## src/rtl/interval_timer_ctrl_pkg.sv

```systemverilog
// Shared definitions for the interval timer control path: state encoding and
// expiry tally width, used by the RTL and by the bench for state checks.
package interval_timer_ctrl_pkg;

    localparam int unsigned EXP_W = 4;

    localparam logic [1:0] ST_IDLE   = 2'b00;
    localparam logic [1:0] ST_LOAD   = 2'b01;
    localparam logic [1:0] ST_RUN    = 2'b10;
    localparam logic [1:0] ST_EXPIRE = 2'b11;

    typedef logic [EXP_W-1:0] exp_cnt_t;

endpackage

```

## src/rtl/interval_timer_ctrl_if.sv

```systemverilog
// Control/status bundle between the timer FSM and its environment
// (request strobes in, counter strobes and status out).
interface interval_timer_ctrl_if;
    import interval_timer_ctrl_pkg::*;

    logic     start;
    logic     stop;
    logic     pause;
    logic     periodic;
    logic     tcount;
    logic     ld;
    logic     cnt;
    logic     done;
    logic     busy;
    exp_cnt_t expire_cnt;

    modport master (
        output start, stop, pause, periodic, tcount,
        input  ld, cnt, done, busy, expire_cnt
    );

    modport slave (
        input  start, stop, pause, periodic, tcount,
        output ld, cnt, done, busy, expire_cnt
    );

endinterface

```

## src/rtl/interval_timer_ctrl_incrementor_4b.sv

```systemverilog
// Combinational +1 modulo 16; counterpart of the 4-bit decrementor.
module incrementor_4b (
    input  logic [3:0] a,
    output logic [3:0] y
);

    assign y = a + 4'd1;

endmodule

```

## src/rtl/interval_timer_ctrl.sv

```systemverilog
// Control FSM for the 4-bit down-counter: sequences ld/cnt, turns tcount
// into one-shot or periodic expiries, and tallies expiries modulo 16.
module interval_timer_ctrl
    import interval_timer_ctrl_pkg::*;
(
    input  logic                 clk,
    input  logic                 rst,
    interval_timer_ctrl_if.slave tif
);

    logic [1:0] state_q, state_d;
    exp_cnt_t   expire_cnt_q, expire_cnt_d, expire_cnt_inc;
    logic       clr, exp_ld;

    always_comb begin
        state_d = state_q;
        case (state_q)
            ST_IDLE:   if (tif.start && !tif.stop) state_d = ST_LOAD;
            ST_LOAD:   state_d = tif.stop ? ST_IDLE : ST_RUN;
            ST_RUN: begin
                if (tif.stop)        state_d = ST_IDLE;
                else if (tif.tcount) state_d = ST_EXPIRE;
            end
            ST_EXPIRE: begin
                if (tif.stop)          state_d = ST_IDLE;
                else if (tif.periodic) state_d = ST_LOAD;
                else                   state_d = ST_IDLE;
            end
            default:   state_d = ST_IDLE;
        endcase
    end

    always_ff @(posedge clk or posedge rst) begin
        if (rst) state_q <= ST_IDLE;
        else     state_q <= state_d;
    end

    incrementor_4b u_inc (
        .a (expire_cnt_q),
        .y (expire_cnt_inc)
    );

    // Load register with a clear mux in front; EXPIRE always bumps the tally,
    // even when stop cuts the period short on the exit edge.
    always_comb begin
        clr          = (state_q == ST_IDLE) && tif.start && !tif.stop;
        exp_ld       = (state_q == ST_EXPIRE) || clr;
        expire_cnt_d = clr ? '0 : expire_cnt_inc;
    end

    always_ff @(posedge clk or posedge rst) begin
        if (rst)         expire_cnt_q <= '0;
        else if (exp_ld) expire_cnt_q <= expire_cnt_d;
    end

    // cnt is gated by tcount so the counter never wraps past zero.
    assign tif.ld         = (state_q == ST_LOAD);
    assign tif.cnt        = (state_q == ST_RUN) && !tif.tcount && !tif.pause;
    assign tif.done       = (state_q == ST_EXPIRE);
    assign tif.busy       = (state_q != ST_IDLE);
    assign tif.expire_cnt = expire_cnt_q;

endmodule

```

## src/flat_wrapper.sv

```systemverilog
// flat-port wrapper written by rule: the top's interface ports become plain ports
module interval_timer_ctrl_flat import interval_timer_ctrl_pkg::*;
  (clk, rst, tif_start, tif_stop, tif_pause, tif_periodic, tif_tcount, tif_ld, tif_cnt, tif_done, tif_busy, tif_expire_cnt);
  interval_timer_ctrl_if tif_i ();
  input  logic clk;
  input  logic rst;
  input wire logic [$bits(tif_i.start)-1:0] tif_start;
  input wire logic [$bits(tif_i.stop)-1:0] tif_stop;
  input wire logic [$bits(tif_i.pause)-1:0] tif_pause;
  input wire logic [$bits(tif_i.periodic)-1:0] tif_periodic;
  input wire logic [$bits(tif_i.tcount)-1:0] tif_tcount;
  output wire logic [$bits(tif_i.ld)-1:0] tif_ld;
  output wire logic [$bits(tif_i.cnt)-1:0] tif_cnt;
  output wire logic [$bits(tif_i.done)-1:0] tif_done;
  output wire logic [$bits(tif_i.busy)-1:0] tif_busy;
  output wire logic [$bits(tif_i.expire_cnt)-1:0] tif_expire_cnt;
  assign tif_i.start = tif_start;
  assign tif_i.stop = tif_stop;
  assign tif_i.pause = tif_pause;
  assign tif_i.periodic = tif_periodic;
  assign tif_i.tcount = tif_tcount;
  assign tif_ld = tif_i.ld;
  assign tif_cnt = tif_i.cnt;
  assign tif_done = tif_i.done;
  assign tif_busy = tif_i.busy;
  assign tif_expire_cnt = tif_i.expire_cnt;
  interval_timer_ctrl u_core (.clk(clk), .rst(rst), .tif(tif_i));
endmodule
```

## config.mk

```make
export PLATFORM = sky130hd
export DESIGN_NAME = interval_timer_ctrl_flat
export DESIGN_NICKNAME = d
export VERILOG_FILES = /design/src/rtl/interval_timer_ctrl_pkg.sv /design/src/rtl/interval_timer_ctrl_if.sv /design/src/rtl/interval_timer_ctrl_incrementor_4b.sv /design/src/rtl/interval_timer_ctrl.sv /design/src/flat_wrapper.sv
export SDC_FILE = /design/constraint.sdc
export NUM_CORES = 1
export LEC_CHECK = 0
export ABC_AREA = 1
export CORE_AREA = 2 2 39 41
export DETAILED_ROUTE_END_ITERATION = 16
export DIE_AREA = 0 0 41 43
export GPL_TIMING_DRIVEN = 0
export PLACE_DENSITY = 0.59
export SLEW_MARGIN = 20
export SYNTH_ARGS = -nofsm -noshare
export SYNTH_HDL_FRONTEND = slang
export SYNTH_SLANG_ARGS = --single-unit
```

## constraint.sdc

```tcl
create_clock -name clk -period 1.7 [get_ports clk]
set_input_delay 0.17 -clock clk [delete_from_list [all_inputs] [get_ports clk]]
set_output_delay 0.17 -clock clk [all_outputs]
set_load 0.1 [all_outputs]
```

Word-level counts from Yosys, hierarchy flattened:

Cells that the tools add are included.

* add/subtract/negate cells: 1
* equality and inequality tests: 5
* mux-type cells: 8
* reduce and logical (&&, ||, !) cells: 12

Operator list (number)
* $mux W2: 5
* $pmux W2 S4: 1
* $logic_and A1 B1 Y1: 5
* $add A4 B1 Y4 const B: 1
* $eq A2 B2 Y1 const B: 2
* $mux W4: 1
* $logic_not A1 Y1: 3
* $ne A3 B3 Y1 const B: 1
* $eq A2 B1 Y1 const B: 1
* $logic_not A2 Y1: 1
* $ne A2 B1 Y1 const B: 1
* $reduce_and A2 Y1: 1
* $reduce_bool A2 Y1: 1
* $logic_or A1 B1 Y1: 1
* $mux W1: 1

* flip-flop bits (word level): 6
* input port bits: 7
* output and inout port bits: 8
* word-level logic and storage cells: 28

Logic depth before layout (Yosys ltp):

Gate-level depths: netlist of the first run.

* depth after elaboration: 4
* depth in mapped cells: 5
* mapped depth without buffers: 5

By module:

A second synthesis of the first run with hierarchy kept.

* cell total of the unflattened synthesis: 48
* area total of the unflattened synthesis: 346.6 um2

Modules (own cells, without submodules)
* interval_timer_ctrl: times used 1, cells each 40, area an instance 299.0 um2
* incrementor_4b: times used 1, cells each 8, area an instance 47.5 um2

Least setup slack after synthesis of the first run:

OpenSTA, ideal clock, no wires.

* path type: register -> output
* start point: reg u_core.state_q[0]
* end point: out tif_cnt
* arrival time: 2.555 ns
* data required time: 1.530 ns
* setup slack: -1.025 ns
* stages on the path, launching flop included: 4
* cells stage by stage: dfrtp_1 -> inv_1 -> nand2_1 -> nor3_1

* longest elaborated chain between the ends: 3

Ends and longest elaborated chain
* start, declared: line interval_timer_ctrl.sv:11 `logic [1:0] state_q, state_d;`
* start signal, assigned: line interval_timer_ctrl.sv:35 `else state_q <= state_d;`
* $eq A2 B2 Y1: line interval_timer_ctrl.sv:58 `assign tif.cnt = (state_q == ST_RUN) && !tif.tcount && !tif.pause;`
* $logic_and A1 B1 Y1 (2 in a row): line interval_timer_ctrl.sv:58
* end, declared: line flat_wrapper.sv:13 `output wire logic [$bits(tif_i.cnt)-1:0] tif_cnt;`

No other way between the ends.

Final worst setup path of the first run:

* start point: reg u_core.expire_cnt_q[3], in the netlist u_core.tif.expire_cnt[3]
* end point: out tif_expire_cnt[3]

RTL lines
* start, declared: line interval_timer_ctrl.sv:12 `exp_cnt_t expire_cnt_q, expire_cnt_d, expire_cnt_inc;`
* start signal, assigned: line interval_timer_ctrl.sv:53 `else if (exp_ld) expire_cnt_q <= expire_cnt_d;`
* end, declared: line flat_wrapper.sv:16 `output wire logic [$bits(tif_i.expire_cnt)-1:0] tif_expire_cnt;`

No word-level cell between the ends.

==> results of run 1 <==
cell usage after synthesis (all sizes together):
cell type	instances
dfrtp	6
ha	1
inv	8
nand2	14
nand3	6
nand4	1
nor2	6
nor3	3
o21ai	2
or2	1
through the flow:
stage / cells / hold WS [ns] / setup TNS [ns] / instance area, um2 / utilization
6_report: 81 / 0.1476 / 0 / 509.2 / 0.3680
5_1_grt: 81 / 0.1719 / 0 / 509.2 / 0.3680
4_1_cts: 81 / 0.1533 / 0 / 526.8 / 0.3807
3_5_place_dp: 78 / 0.4092 / -1.181 / 506.7 / 0.3662
3_3_place_gp: 78 / 0.4106 / -1.160 / 506.7 / 0.3662
2_1_floorplan: 48 / -0.03904 / -0.3450 / 346.6 / -
timing repair:
action	in CTS	in global routing
pin swaps	0	0
endpoints found under the setup margin	8	6
gates resized for setup	21	9
flip-flops by register name (all words and copies together), names as in the netlist:
name	cells
u_core.state_q	2
u_core.tif.expire_cnt	4
layer usage:
metal	track usage	wire length (um)
met4	0.1000	22
met3	0.03141	73
met5	0	0
met1	0.1344	362
met2	0.1531	344
path summary, 6_finish.rpt:
kind | endpoint | cells past startpoint
max in group asynchronous | u_core.tif.expire_cnt[3] | 2
hold / removal | u_core.tif.expire_cnt[0] | 2
setup / recovery | tif_expire_cnt[3] | 1
setup reg to reg | u_core.tif.expire_cnt[1] | 4
hold reg to reg | u_core.tif.expire_cnt[3] | 2
min in group clk | u_core.state_q[0] | 5
final cells by class:
| cell class | count | area, um2 |
|---|---|---|
| flip-flops and latches | 6 | 150.1 |
| repair buffers | 14 | 120.1 |
| well taps | 16 | 20.02 |
| clock buffers | 3 | 22.52 |
| inverters | 8 | 30.03 |
| fillers | 162 | 874.6 |
| multi-input cells | 34 | 166.4 |
kinds of logic (layout without fill, tap and decap cells):
logic type / count (synthesis) / after routing / share of synthesized area
AOI/OAI and AO/OA: 2 / 2 / 0.04028
adders and majority gates: 1 / 1 / 0.03662
buffers and inverters: 8 / 25 / 0.08792
DFF: 6 / 6 / 0.4395
and+or+nand+nor: 31 / 31 / 0.3956
==> results.txt, run 1 <==
----------------------------------------------------
[Placement]
  Post-DP HPWL ... 606.7 um
  Port bufs ... 14
  DP Worst Slack ... -0.4098 ns
  Final GP Congestion ... 0.7270

[CTS]
  Bufs on Longest Clock Path ... 2
  # hold bufs at CTS ... 0
  Post-CTS Setup Bufs ... 0
  Clock buffer count from CTS ... 3
  CTS Sinks ... 6
  Clock transition at the registers of the reported paths ... 0.04 ns
  Root Buffer Master ... sky130_fd_sc_hd__clkbuf_4
  Worst-skew pair later-pin latency ... 0.24 ns
  H-tree depth ... 1
  Clock tree from TritonCTS ... built

[Cells and area]
  Final net count ... 75
  Commonest non-fill, non-tap cell in the layout ... sky130_fd_sc_hd__nand2_1
  Proportion of layout cells with a drive suffix above 1 ... 0.2000
  Antenna diode count ... 0
  Growth of design area from synthesis to finish ... 49.08%
  Commonest cells after routing, fill and taps aside ... sky130_fd_sc_hd__nand2_1, sky130_fd_sc_hd__inv_1

[Setup path]
  Cell family contributing the most delay on the critical path ... buffers and inverters
  Launch point of the worst reg-to-reg path ... u_core.state_q[1]
  Crit path required time ... 1.53 ns
  Launch point of the critical path ... u_core.tif.expire_cnt[3]
  Worst Path Max Fanout ... 4
  Endpoint kind of the worst setup timing path ... output pin
  FF-to-FF setup slack ... 0.59 ns
  Element type at the critical path start ... flip-flop
  WS Path Type ... reg -> out
  Data arrival time at the worst-slack endpoint ... 1.46 ns
  WP buf/inv ... 1
  Delay of the slowest cell on the worst path ... 0.84 ns
  CP max-delay cell ... sky130_fd_sc_hd__clkdlybuf4s15_1
  Cell chain of the critical path ... clkdlybuf4s15_1

[Timing]
  Share of the clock period used by the worst path ... 0.9607
  Unrepaired setup endpoints after global routing ... false
  Worst slew margin relative to its limit ... 0.3702
  Maximum clock frequency ... 612.3 MHz
  Fin Clk Skew ... 0.001872 ns
  Final Hold Violating Endpoints ... 0
  Clock period minus final worst setup slack ... 1.633 ns
  Slew of the pin with the lowest slew margin ... 0.9483 ns
  Finish-stage setup viols ... 0
  Final count of pins violating max slew ... 0
  Worst-case setup margin in the final layout ... 0.06685 ns

[Route]
  Detailed Routing Iterations Pass 1 ... 3
  WL per Instance ... 9.901 um
  Iteration-0 DRC Markers ... 1
  Post-route antenna net violation count ... 0
  Number of vias in the routed layout ... 349
  Via density per instance ... 4.309
  Total length of routed wires ... 802 um
  Remaining routing DRC violations ... 0

[Synthesis]
  Number of flip-flops and latches in the synthesized netlist ... 6
  Mapped cell area ... 341.6 um2
  Library cell with the largest summed area after synthesis ... sky130_fd_sc_hd__dfrtp_1
  Syn_nets ... 56
  Part of the Yosys area used for sequential elements ... 0.4396
  Number of warnings printed during yosys synthesis ... 0
  Leading post-synthesis cells by cell area ... sky130_fd_sc_hd__dfrtp_1, sky130_fd_sc_hd__nand2_1, sky130_fd_sc_hd__nand3_1
  Gate Count Post-Synth ... 48
  Avg Inst Size Synth ... 7.116 um2
  Unique cell type count in the Yosys netlist ... 12
  Top-area cell type share of the netlist area ... 0.4396

[Global route]
  Pin count of the biggest net entering global routing ... 8
  Initial antenna violation count ... 0
  First-pass GRT wire length ... 1269 um
  Global Route Usage Sum ... 0.1121
  Grt ovf ... 0
  Number of global-route vias before repair ... 309

[Die]
  Top Ports ... 15
  Starting density of the core ... 0.2468
  Die Footprint ... 1763 um2
  DIE WIDTH ... 41 um
  Core footprint ... 1384 um2
  Die extent in y ... 43 um
  Placement Rows ... 14

[Hold path]
  Type of the tightest min-delay check ... in -> async

[Run]
  Max-capacitance violation count ... 0

[Status]
  Run status ... finished, final reports clean

----------------------------------------------------
Power of run 1 is left out: the tool's default activity adds up to more than one toggle a clock period on the data nets, which glitch-free logic cannot reach.
==> run 2, diff against run 1 <==
- CTS_BUF_LIST: unset -> sky130_fd_sc_hd__clkbuf_8
- DONT_BUFFER_PORTS: unset -> 1
- PLACE_DENSITY: 0.59 -> 0.45
==> results.txt, run 2 (same netlist as run 1, synthesis figures left out) <==
----------------------------------------------------
[Route]
  Post-route antenna net violation count ... 0
  Detailed Routing Iterations Pass 1 ... 2
  Number of vias in the routed layout ... 319
  Via density per instance ... 4.623
  WL per Instance ... 10.04 um
  Remaining routing DRC violations ... 0
  Total length of routed wires ... 693 um
  Iteration-0 DRC Markers ... 3

[Timing]
  Unrepaired setup endpoints after global routing ... true
  Finish-stage setup viols ... 0
  Fin Clk Skew ... 0.002219 ns
  Total Negative Setup Slacks ... 0 ns
  Final Hold Violating Endpoints ... 0
  Maximum clock frequency ... 598.7 MHz
  Final count of pins violating max slew ... 0
  Share of the clock period used by the worst path ... 0.9826
  Slew of the pin with the lowest slew margin ... 1.055 ns
  Clock period minus final worst setup slack ... 1.670 ns
  Worst slew margin relative to its limit ... 0.2961

[Hold path]
  Instance count along the most critical hold path ... 1
  Type of the tightest min-delay check ... in -> reg
  Launch point of the worst hold path ... tif_stop
  Terminating pin of the worst hold path ... u_core.state_q[1]

[CTS]
  CTS Sinks ... 6
  Clock buffer count from CTS ... 3
  Clock transition at the registers of the reported paths ... 0.04 ns
  Bufs on Longest Clock Path ... 2
  Worst-skew pair later-pin latency ... 0.22 ns
  H-tree depth ... 1
  Root Buffer Master ... sky130_fd_sc_hd__clkbuf_8
  Clock tree from TritonCTS ... built

[Placement]
  Post-DP HPWL ... 559.2 um
  Port bufs ... 0
  Final GP Congestion ... 0.6754

[Die]
  Die extent in y ... 43 um
  Placement Rows ... 14
  Die Footprint ... 1763 um2
  DIE WIDTH ... 41 um
  Core footprint ... 1384 um2
  Top Ports ... 15
  Starting density of the core ... 0.2468

[Cells and area]
  Growth of design area from synthesis to finish ... 30.04%
  Commonest cells after routing, fill and taps aside ... sky130_fd_sc_hd__nand2_1, sky130_fd_sc_hd__inv_1, sky130_fd_sc_hd__nand3_1, sky130_fd_sc_hd__nor2_1
  Final net count ... 63
  Largest register FFs ... 4
  Antenna diode count ... 0
  Proportion of layout cells with a drive suffix above 1 ... 0.2642
  Count of fill cells added during filler insertion ... 147
  Commonest non-fill, non-tap cell in the layout ... sky130_fd_sc_hd__nand2_1

[Setup path]
  FF-to-FF setup slack ... 0.13 ns
  Launch point of the critical path ... u_core.state_q[1]
  CP max-delay cell ... sky130_fd_sc_hd__nor2_2
  Worst Path Max Fanout ... 7
  WS Path Type ... reg -> out
  Endpoint kind of the worst setup timing path ... output pin
  WP buf/inv ... 0
  Launch point of the worst reg-to-reg path ... u_core.state_q[0]
  Reg-to-reg endpoint ... u_core.tif.expire_cnt[3]
  Element type at the critical path start ... flip-flop
  Cell chain of the critical path ... nor2_2
  Cell family contributing the most delay on the critical path ... simple AND/OR/NAND/NOR gates
  Data arrival time at the worst-slack endpoint ... 1.50 ns
  R2r worst-path depth ... 5
  Delay of the slowest cell on the worst path ... 0.83 ns
  Crit path required time ... 1.53 ns

[Global route]
  Initial antenna violation count ... 0
  Pin count of the biggest net entering global routing ... 8
  First-pass GRT wire length ... 1131 um
  Global Route Usage Sum ... 0.1003
  Number of global-route vias before repair ... 273
  Grt ovf ... 0

[Run]
  Max-capacitance violation count ... 0

[Status]
  Run status ... finished, final reports clean

----------------------------------------------------
## run 2: cell count changes in the layout (fill, tap and decap cells not counted), moves of 2 or more
cell | previous run | this run
sky130_fd_sc_hd__buf_2 | 2 | 0
sky130_fd_sc_hd__clkbuf_2 | 2 | 0
sky130_fd_sc_hd__clkbuf_4 | 4 | 0
sky130_fd_sc_hd__clkbuf_8 | 0 | 3
sky130_fd_sc_hd__clkdlybuf4s15_2 | 2 | 0
sky130_fd_sc_hd__clkdlybuf4s50_1 | 6 | 0
sky130_fd_sc_hd__dfrtp_1 | 6 | 3
sky130_fd_sc_hd__dfrtp_2 | 0 | 3
sky130_fd_sc_hd__inv_1 | 8 | 6
## run 2: how the worst max path moves through the flow
stage,endpoint,slack [ns],cells after the start
floorplan,tif_ld,-0.18,1
global placement,tif_ld,-0.22,1
detailed placement,u_core.tif.expire_cnt[2],0.0003,4
CTS,tif_cnt,-0.01,3
global route,tif_cnt,-0.008,3
finish,tif_ld,0.03,1
## run 2: stage by stage
step                utilization  setup slack [ns]  hold WS [ns]  instances  area [um2]
floorplan                     -           -0.1771      -0.03904         48       346.6
global placement         0.2649           -0.2189     -0.001738         64       366.6
detailed placement       0.2712         0.0002969     -0.002409         64       375.4
CTS                      0.3174          -0.01143       0.01605         69       439.2
global route             0.3210         -0.008371       0.01381         69       444.2
finish                   0.3210           0.02958       0.01532         69       444.2
## run 2: area by class of cell
class                   count  area (um2)  area share
clock buffers               3       41.29     0.09296
inverters                   8       33.78     0.07606
multi-input cells          34       177.7      0.4000
flip-flops and latches      6       153.9      0.3465
well taps                  16       20.02     0.04507
repair buffers              2       17.52     0.03944
## run 2: repair_timing
| action | CTS | global route |
|---|---|---|
| hold buffers | 1 | 0 |
| gates resized for setup | 4 | 2 |
| pin swaps | 1 | 1 |
| endpoints found under the hold margin | 6 | 0 |
| setup buffers | 1 | 0 |
| setup endpoints to repair | 2 | 4 |
## run 2: metal layers
metal / global-route usage / up-vias / wire length, um
met5: 0 / - / 0
met3: 0.02618 / 2 / 57
li1: - / 161 / -
met2: 0.1313 / 12 / 274
met1: 0.1225 / 144 / 353
met4: 0.1000 / 0 / 8
Power of run 2 is left out for the same reason.
